$ cat src/rtl/mat_mult_pkg.sv
// Shared definitions for the streaming matrix multiplier: FSM states,
// default parameter values and a constant-evaluable ceil(log2) helper.
package mat_mult_pkg;

  localparam int DEF_WIDTH  = 8;
  localparam int DEF_N      = 4;
  localparam int DEF_LANES  = 4;
  localparam bit DEF_SIGNED = 1'b0;

  typedef enum logic [1:0] {
    LOAD_A  = 2'd0,
    LOAD_B  = 2'd1,
    COMPUTE = 2'd2,
    DRAIN   = 2'd3
  } state_t;

  // Returns ceil(log2(value)); clog2(1) = 0.
  function automatic int clog2(input int value);
    int result;
    int remain;
    result = 0;
    remain = value - 1;
    while (remain > 0) begin
      result = result + 1;
      remain = remain >> 1;
    end
    return result;
  endfunction

endpackage

$ cat src/rtl/mat_mult_stream_dot_product.sv
// Combinational N-element dot product: N multipliers feeding a binary adder tree.
// Element k of each input vector sits at the MSB end for k = 0.
module dot_product
  import mat_mult_pkg::*;
#(
  parameter int WIDTH  = DEF_WIDTH,
  parameter int N      = DEF_N,
  parameter bit SIGNED = DEF_SIGNED,
  localparam int ACC_W = 2 * WIDTH + clog2(N)
) (
  input  logic [N*WIDTH-1:0] i_vecA,
  input  logic [N*WIDTH-1:0] i_vecB,
  output logic [ACC_W-1:0]   o_sum
);

  // Operands are widened to the result width first; modular arithmetic at
  // ACC_W then yields the exact signed or unsigned result, which always fits.
  function automatic logic [ACC_W-1:0] extend(input logic [WIDTH-1:0] value);
    if (SIGNED) begin
      return {{(ACC_W - WIDTH){value[WIDTH-1]}}, value};
    end
    return {{(ACC_W - WIDTH){1'b0}}, value};
  endfunction

  // Heap-ordered tree: leaves live at N..2N-1, node i sums nodes 2i and 2i+1.
  logic [ACC_W-1:0] w_node [1:2*N-1];

  for (genvar k = 0; k < N; k++) begin : g_mult
    assign w_node[N+k] = extend(i_vecA[(N-1-k)*WIDTH +: WIDTH]) *
                         extend(i_vecB[(N-1-k)*WIDTH +: WIDTH]);
  end

  for (genvar i = 1; i < N; i++) begin : g_tree
    assign w_node[i] = w_node[2*i] + w_node[2*i+1];
  end

  assign o_sum = w_node[1];

endmodule

$ cat src/rtl/mat_mult_stream.sv
// Streaming NxN matrix multiplier: loads A then B in LANES-wide beats,
// computes one C element per cycle, then streams C out row-major.
module mat_mult_stream
  import mat_mult_pkg::*;
#(
  parameter int WIDTH  = DEF_WIDTH,
  parameter int N      = DEF_N,
  parameter int LANES  = DEF_LANES,
  parameter bit SIGNED = DEF_SIGNED,
  localparam int ACC_W = 2 * WIDTH + clog2(N)
) (
  input  logic                   w_clk,
  input  logic                   w_reset,
  input  logic                   s_valid,
  output logic                   s_ready,
  input  logic [LANES*WIDTH-1:0] s_data,
  output logic                   m_valid,
  input  logic                   m_ready,
  output logic [LANES*ACC_W-1:0] m_data,
  output logic                   busy,
  output logic                   done
);

  localparam int ELEMS  = N * N;
  localparam int BEATS  = ELEMS / LANES;
  localparam int BEAT_W = (clog2(BEATS) > 0) ? clog2(BEATS) : 1;
  localparam int IDX_W  = clog2(N);

  state_t r_state;
  state_t w_nextState;

  logic [BEAT_W-1:0] r_inBeat;
  logic [BEAT_W-1:0] r_outBeat;
  logic [IDX_W-1:0]  r_row;
  logic [IDX_W-1:0]  r_col;
  logic              r_done;

  logic [WIDTH-1:0] r_matA [ELEMS];
  logic [WIDTH-1:0] r_matB [ELEMS];
  logic [ACC_W-1:0] r_matC [ELEMS];

  logic [N*WIDTH-1:0] w_rowA;
  logic [N*WIDTH-1:0] w_colB;
  logic [ACC_W-1:0]   w_dot;

  logic w_inFire;
  logic w_outFire;
  logic w_lastIn;
  logic w_lastOut;
  logic w_lastCell;

  assign w_inFire   = s_valid && s_ready;
  assign w_outFire  = m_valid && m_ready;
  assign w_lastIn   = (r_inBeat == BEAT_W'(BEATS - 1));
  assign w_lastOut  = (r_outBeat == BEAT_W'(BEATS - 1));
  assign w_lastCell = (r_row == IDX_W'(N - 1)) && (r_col == IDX_W'(N - 1));

  always_ff @(posedge w_clk) begin
    if (w_reset) begin
      r_state <= LOAD_A;
    end else begin
      r_state <= w_nextState;
    end
  end

  always_comb begin
    w_nextState = r_state;
    s_ready     = 1'b0;
    m_valid     = 1'b0;
    busy        = 1'b0;
    case (r_state)
      LOAD_A: begin
        s_ready = 1'b1;
        if (w_inFire && w_lastIn) w_nextState = LOAD_B;
      end
      LOAD_B: begin
        s_ready = 1'b1;
        if (w_inFire && w_lastIn) w_nextState = COMPUTE;
      end
      COMPUTE: begin
        busy = 1'b1;
        if (w_lastCell) w_nextState = DRAIN;
      end
      DRAIN: begin
        busy    = 1'b1;
        m_valid = 1'b1;
        if (w_outFire && w_lastOut) w_nextState = LOAD_A;
      end
      default: w_nextState = LOAD_A;
    endcase
  end

  // Beat counters wrap on their last handshake so the next job starts at zero.
  always_ff @(posedge w_clk) begin
    if (w_reset) begin
      r_inBeat  <= '0;
      r_outBeat <= '0;
      r_row     <= '0;
      r_col     <= '0;
      r_done    <= 1'b0;
    end else begin
      r_done <= w_outFire && w_lastOut;
      if (w_inFire) begin
        r_inBeat <= w_lastIn ? '0 : r_inBeat + BEAT_W'(1);
      end
      if (r_state == COMPUTE) begin
        if (r_col == IDX_W'(N - 1)) begin
          r_col <= '0;
          r_row <= (r_row == IDX_W'(N - 1)) ? '0 : r_row + IDX_W'(1);
        end else begin
          r_col <= r_col + IDX_W'(1);
        end
      end
      if (w_outFire) begin
        r_outBeat <= w_lastOut ? '0 : r_outBeat + BEAT_W'(1);
      end
    end
  end

  // Operand and result storage; A/B are deliberately not cleared on reset.
  always_ff @(posedge w_clk) begin
    for (int e = 0; e < ELEMS; e++) begin
      if (!w_reset && w_inFire && (r_inBeat == BEAT_W'(e / LANES))) begin
        if (r_state == LOAD_A) begin
          r_matA[e] <= s_data[(LANES-1-(e%LANES))*WIDTH +: WIDTH];
        end else begin
          r_matB[e] <= s_data[(LANES-1-(e%LANES))*WIDTH +: WIDTH];
        end
      end
      if ((r_state == COMPUTE) && (r_row == IDX_W'(e / N)) && (r_col == IDX_W'(e % N))) begin
        r_matC[e] <= w_dot;
      end
    end
  end

  always_comb begin
    w_rowA = '0;
    w_colB = '0;
    for (int r = 0; r < N; r++) begin
      if (r_row == IDX_W'(r)) begin
        for (int k = 0; k < N; k++) begin
          w_rowA[(N-1-k)*WIDTH +: WIDTH] = r_matA[r*N+k];
        end
      end
    end
    for (int c = 0; c < N; c++) begin
      if (r_col == IDX_W'(c)) begin
        for (int k = 0; k < N; k++) begin
          w_colB[(N-1-k)*WIDTH +: WIDTH] = r_matB[k*N+c];
        end
      end
    end
  end

  dot_product #(
    .WIDTH  (WIDTH),
    .N      (N),
    .SIGNED (SIGNED)
  ) u_dotProduct (
    .i_vecA (w_rowA),
    .i_vecB (w_colB),
    .o_sum  (w_dot)
  );

  // Output mux is purely a function of registers, so data holds during stalls.
  always_comb begin
    m_data = '0;
    if (m_valid) begin
      for (int b = 0; b < BEATS; b++) begin
        if (r_outBeat == BEAT_W'(b)) begin
          for (int l = 0; l < LANES; l++) begin
            m_data[(LANES-1-l)*ACC_W +: ACC_W] = r_matC[b*LANES+l];
          end
        end
      end
    end
  end

  assign done = r_done;

endmodule

$ cat config.mk
export PLATFORM = sky130hd
export DESIGN_NAME = mat_mult_stream
export DESIGN_NICKNAME = d
export VERILOG_FILES = /design/src/rtl/mat_mult_pkg.sv /design/src/rtl/mat_mult_stream_dot_product.sv /design/src/rtl/mat_mult_stream.sv
export SDC_FILE = /design/constraint.sdc
export NUM_CORES = 1
export LEC_CHECK = 0
export CAP_MARGIN = 10
export CORE_MARGIN = 2
export CORE_UTILIZATION = 45
export DETAILED_ROUTE_END_ITERATION = 8
export SYNTH_ARGS = -nofsm -noshare
export SYNTH_HDL_FRONTEND = slang
export SYNTH_SLANG_ARGS = --single-unit
$ cat constraint.sdc
create_clock -name w_clk -period 10.1 [get_ports w_clk]
set_clock_uncertainty 0.1 [all_clocks]
set_input_delay 3.03 -clock w_clk [delete_from_list [all_inputs] [get_ports w_clk]]
set_output_delay 3.03 -clock w_clk [all_outputs]
set_load 0.01 [all_outputs]
==> results of run 1 <==
-- cell type report --
cell class / count / share of cell area, %
Tap cell: 931 / 3.31
Sequential cell: 555 / 47.0
Inverter: 323 / 3.44
Clock buffer: 72 / 4.27
Clock inverter: 32 / 0.799
Timing Repair Buffer: 150 / 4.08
Multi-Input combinational cell: 1454 / 37.1
-- flip-flops by register name, indices dropped and copies added (netlist names) --
signal and cells:
r_matB 128, r_state 2, r_inBeat 2, done 1
r_outBeat 2, r_matC 288, r_row 2, r_col 2
r_matA 128
-- layout by cell type (no fill, tap or decap), types with 13 or more instances in the layout --
cell,count
edfxtp_1,544
inv_1,323
nor2b_1,265
fa_1,224
nor2_1,191
ha_1,139
nor3_1,135
a221oi_1,121
clkdlybuf4s50_1,111
a21oi_1,97
clkbuf_16,57
a21oi_2,56
or2_1,46
buf_4,36
nand2_1,27
or2_2,18
and3_1,17
clkinv_1,15
nand2b_1,14
clkbuf_1,13
-- metal layers --
layer  global-route usage [%]  vias to the layer above
li1                         -                     8634
met4                     7.99                        0
met1                     28.9                     9497
met2                     38.3                      504
met5                        0                        -
met3                     2.57                      122
-- cells by family after synthesis --
group | Yosys count
multiplexers | 4
flip-flops | 555
buffers and inverters | 435
adder cells (fa/ha/maj) | 373
AO/OA/AOI/OAI | 318
XOR/XNOR | 12
AND/OR/NAND/NOR | 747
-- worst min-delay path by stage --
stage,cells after the start,to
6_report,2,r_row[1]$_SDFFE_PP0P_
5_1_grt,2,r_row[1]$_SDFFE_PP0P_
4_1_cts,2,r_row[1]$_SDFFE_PP0P_
3_5_place_dp,2,r_row[1]$_SDFFE_PP0P_
3_3_place_gp,2,r_row[1]$_SDFFE_PP0P_
2_1_floorplan,2,r_outBeat[1]$_SDFFE_PP0P_
-- per-stage QoR --
stage	std cells	util, %	hold slack, ns
2_1_floorplan	2444	-	0.369
3_3_place_gp	3412	48.7	0.411
3_5_place_dp	3412	48.7	0.442
4_1_cts	3516	51.2	0.453
5_1_grt	3517	51.3	0.474
6_report	3517	51.3	0.456
-- worst max-delay path, cell delays in order, from the launching register on --
cell and delay (ns):
dfxtp_1 0.45, ha_2 0.49, buf_12 0.25, nor2b_1 0.07, a221oi_1 0.28, nor3_1 0.09
a21oi_2 0.69, nor2_1 0.15, fa_1 0.52, inv_1 0.06, fa_1 0.52, fa_1 0.52
inv_1 0.05, fa_1 0.58, fa_1 0.46, fa_1 0.47, fa_1 0.51, fa_1 0.41
ha_1 0.35, a21o_1 0.19, a21oi_2 0.17, a21boi_0 0.17, or4_1 0.42, nand3_1 0.54
==> results.toml, run 1 <==
[status]
status = "finished clean"

[synth]
synth-seq-cells = 555
synthMostInstantiatedCell = "edfxtp_1"
syn_nets = 2853
synth_ff_type = "edfxtp_1"
yosys_warnings = 0
netlist_area_mm2 = 0.0313
synth_xor_area_share_pct = 0.379
synth_compound_area_share_pct = 7.95
synth_common_cells = "edfxtp_1, inv_1, nor2b_1"
synth-simple-area-share_pct = 12.8
synth_top_cell_by_area = "edfxtp_1"
netlist.area_leader.share_pct = 52.1
synth_cells = 2444
synth_fa_ha_area_share_pct = 20.3
yosysSeqAreaShare_pct = 52.8
async_flop_share_pct = 0
muxShareOfSynthArea_pct = 0.128
synth.area.top_cells = "edfxtp_1, fa_1, ha_1"
synth_edf_count = 544
syn_area_per_cell_um2 = 12.8
ys_types = 51
synth_top_family_by_area = "adder cells"

[clock_network]
cts_buffer_depth = 3
cts_setup_buffers = 0
clock_latency_ns = 0.61
cts.clk_slew.worst_paths_ns = 0.06
ctsResizeCount = 0
cts_buffers = 56
h-tree-depth = 2
postCtsHoldBufs = 0
cts_tree = "built"
cts.sinks = 555
cts_root_buf = "clkbuf_16"

[grt]
antenna_found_initial = 1
grt_overflow = 0
grt_pass1_vias = 19600
grt_start_max_net_pins = 109
track_usage_pct = 22.1
grt_pass1_wl_um = 119000

[critical_path]
cp-startpoint = "r_row[0]$_SDFFE_PP0P_"
worstPathRequired_ns = 10.30
crit_arrival_ns = 9.06
reg2reg_depth = 23
rrSetupSlack_ns = 1.24
end_kind = "flop"
cp-endpoint = "r_matC[0][10]$_DFFE_PP_"
rr_endpoint = "r_matC[0][10]$_DFFE_PP_"
crit_fanout = 37
cp-start-kind = "flop"
reg2reg_from = "r_row[0]$_SDFFE_PP0P_"
path_class = "reg2reg"

[final_layout]
fin_area_mm2 = 0.0352
nNetsFinal = 2949
antenna-diode-count = 0
multi_input_area_mm2 = 0.0131
syn2layout_area_growth_pct = 12.4
layout.area.seq_mm2 = 0.0166
fillers = 6010
drive_gt1_share_pct = 8.97

[routing]
first_pass_iters = 5
m1WireLength_um = 32900
drc = 0
ant_nets = 0
routedWlPerCell_um = 22.2
initialDrtViolationCount = 1334
route.met3.wl_um = 3680
vias = 18800
met2WireLength_um = 38700
highest_layer = "met4"
viasPerCell = 5.33
postRouteWirelength_um = 78100

[timing]
period_minus_slack_ns = 8.86
max_freq_mhz = 113
worst_pin_slew_ns = 1.19
setup_tns_ns = 0
rsz0062_at_grt = "no"
slew_violations = 0
fin_crit_sh_pct = 87.7
finalHoldViolations = 0
relSlewSlack_pct = 20.6
fin_ws_ns = 1.24
setup_violations = 0

[floorplan]
rows = 96
start_util_pct = 45.6
ioPinCount = 112
dieWidth_um = 268
core_mm2 = 0.0687
die_h_um = 268
die-area_mm2 = 0.0718

[place]
dpl.hpwl_um = 54800
gp_routability_congestion = 0.916
port_buffers = 111
place_area_mm2 = 0.0334
dp_slack_ns = 1.30

[run]
maxCapViolations = 0

[worst_hold_path]
hold_class = "reg2reg"
min-delay-start = "r_row[1]$_SDFFE_PP0P_"
Power of run 1 is not shown: default switching activity piles up to over one toggle a cycle in this logic, so the estimate is an artifact.
==> run 2: changes to the inputs <==
--- a/config.mk
+++ b/config.mk
@@ -6,9 +6,9 @@
 export NUM_CORES = 1
 export LEC_CHECK = 0
 export CAP_MARGIN = 10
-export CORE_MARGIN = 2
-export CORE_UTILIZATION = 45
+export CORE_UTILIZATION = 60
 export DETAILED_ROUTE_END_ITERATION = 8
+export PLACE_DENSITY = 0.78
 export SYNTH_ARGS = -nofsm -noshare
 export SYNTH_HDL_FRONTEND = slang
 export SYNTH_SLANG_ARGS = --single-unit
==> run 2 against run 1 <==
- setup slack worse by 0.42 ns
- register-to-register slack worse by 0.42 ns
- routed wire length down 4.0%
- global-route usage grew 6.9 points
- flip-flop and latch count unchanged
- fmax down 4.5%
- critical path depth unchanged
- sequential share of layout area grew 0.63 points
- clock-buffer cell count is 3 higher
- critical path type unchanged
==> results.toml, run 2 (same netlist as run 1, synthesis figures left out) <==
[status]
status = "finished clean"

[timing]
setup_tns_ns = 0
slew_violations = 0
rsz0062_at_grt = "no"
worst_pin_slew_ns = 1.24
period_minus_slack_ns = 9.28
finalHoldViolations = 0
fin_hold_ws_ns = 0.448
setup_violations = 0
relSlewSlack_pct = 17.4
fin_crit_sh_pct = 91.9
max_freq_mhz = 108

[floorplan]
dieWidth_um = 231
core_mm2 = 0.0514
rows = 83
die-area_mm2 = 0.0531
ioPinCount = 112
start_util_pct = 60.9
die_h_um = 231

[critical_path]
rr_endpoint = "r_matC[1][82]$_DFFE_PP_"
path_cells = "ha_2 -> buf_4 -> nor2b_1 -> a221oi_1 -> nor3_1 -> a21oi_2 -> nor2_1 -> fa_1 -> fa_1 -> inv_1 -> fa_1 -> inv_1 -> fa_1 -> fa_1 -> fa_1 -> fa_1 -> fa_1 -> ha_1 -> a21o_1 -> a21oi_2 -> a21boi_0 -> or4_1 -> nand3_1"
worstPathRequired_ns = 10.31
end_kind = "flop"
crit_arrival_ns = 9.49
slowest_stage = "ha_2"
cp-startpoint = "r_row[0]$_SDFFE_PP0P_"
crit_top_cell = "fa_1"
crit_fanout = 36
path_class = "reg2reg"
reg2reg_depth = 23
cp-start-kind = "flop"
rrSetupSlack_ns = 0.82
reg2reg_from = "r_row[0]$_SDFFE_PP0P_"
critPathMaxStageDelay_ns = 0.74
cp-endpoint = "r_matC[1][82]$_DFFE_PP_"

[routing]
ant_nets = 0
routedWlPerCell_um = 23.0
vias = 19300
initialDrtViolationCount = 1700
drc = 0
viasPerCell = 5.93
first_pass_iters = 7
postRouteWirelength_um = 75000

[grt]
grt_pass1_vias = 20200
grt_overflow = 0
grt_start_max_net_pins = 85
track_usage_pct = 29.0
antenna_found_initial = 1
grt_pass1_wl_um = 116000

[run]
maxCapViolations = 0

[clock_network]
ctsResizeCount = 0
h-tree-depth = 2
cts.clk_slew.worst_paths_ns = 0.06
cts_buffers = 54
postCtsHoldBufs = 0
cts.sinks = 555
clock_latency_ns = 0.62
cts_root_buf = "clkbuf_16"
cts_setup_buffers = 0
cts_tree = "built"
cts_buffer_depth = 3

[final_layout]
fin_cells = 3257
largest_register = "r_matC"
largest_register_ffs = 288
fin_area_mm2 = 0.0348
drive_gt1_share_pct = 8.69
syn2layout_area_growth_pct = 10.9
nNetsFinal = 2942
reg.largest.list = "r_matC x288, r_matA x128, r_matB x128"
layout_commonest_cell = "edfxtp_1"
fillers = 3628
antenna-diode-count = 0
mostFrequentLayoutCells = "edfxtp_1, inv_1, nor2b_1"

[place]
dpl.hpwl_um = 51600
port_buffers = 111
place_area_mm2 = 0.0331
gp_routability_congestion = 0.907
dp_cells = 3157

[worst_hold_path]
hold_class = "reg2reg"
## run 2: changes by cell type in the layout (fill, tap and decap cells not counted), sizes merged
cell and delta:
bufinv -2, clkinv -8, inv +2, clkbuf +3
buf -5, clkinvlp +1
## run 2: layout make-up
cell class,count,area [um^2],area share [%]
clock buffers,75,1460,4.20
clock inverters,25,243,0.698
inverters,323,1210,3.49
multi-input cells,1454,13100,37.6
flip-flops and latches,555,16600,47.6
well taps,680,851,2.45
repair buffers,145,1370,3.93
## run 2: how the worst min path moves through the flow
stage                                   start                        end  cells past startpoint
floorplan           r_outBeat[1]$_SDFFE_PP0P_  r_outBeat[1]$_SDFFE_PP0P_                      2
global placement        r_row[1]$_SDFFE_PP0P_      r_row[1]$_SDFFE_PP0P_                      2
detailed placement      r_row[1]$_SDFFE_PP0P_      r_row[1]$_SDFFE_PP0P_                      2
CTS                     r_row[1]$_SDFFE_PP0P_      r_row[1]$_SDFFE_PP0P_                      2
global route            r_row[1]$_SDFFE_PP0P_      r_row[1]$_SDFFE_PP0P_                      2
finish                  r_row[1]$_SDFFE_PP0P_      r_row[1]$_SDFFE_PP0P_                      2
## run 2: per-stage QoR
step                      util (%)  setup WS, ns
after global placement        64.3          1.24
after CTS                     67.6         0.935
after floorplan                  -          2.52
final                         67.6         0.816
after detailed placement      64.3          1.00
after global routing          67.6         0.389
## run 2: worst max-delay path, delay by kind of cell (launching register included)
family | cells | cell delay (ns)
AND/OR/NAND/NOR | 5 | 1.34
flip-flops | 1 | 0.44
adder cells (fa/ha/maj) | 10 | 5.07
AO/OA/AOI/OAI | 5 | 1.38
buffers and inverters | 3 | 0.59
## run 2: metal layers
layer  track usage [%]  up-vias  part of all wire, %
li1                  -     8620                    -
met5                 0        -                0.011
met3              3.89      174                  6.0
met1              35.5     9738                   38
met4              12.2        2                  4.2
met2              51.8      784                   52
Power of run 2 is left out for the same reason.
==> run 3: changes to the inputs <==
--- a/config.mk
+++ b/config.mk
@@ -5,9 +5,9 @@
 export SDC_FILE = /design/constraint.sdc
 export NUM_CORES = 1
 export LEC_CHECK = 0
-export CAP_MARGIN = 10
 export CORE_UTILIZATION = 60
 export DETAILED_ROUTE_END_ITERATION = 8
+export HOLD_SLACK_MARGIN = 0.1
 export PLACE_DENSITY = 0.78
 export SYNTH_ARGS = -nofsm -noshare
 export SYNTH_HDL_FRONTEND = slang
==> results of run 3 <==
Same layout as run 2: the final DEF is identical, and so are final timing and power.
Power of run 3 is left out for the same reason.
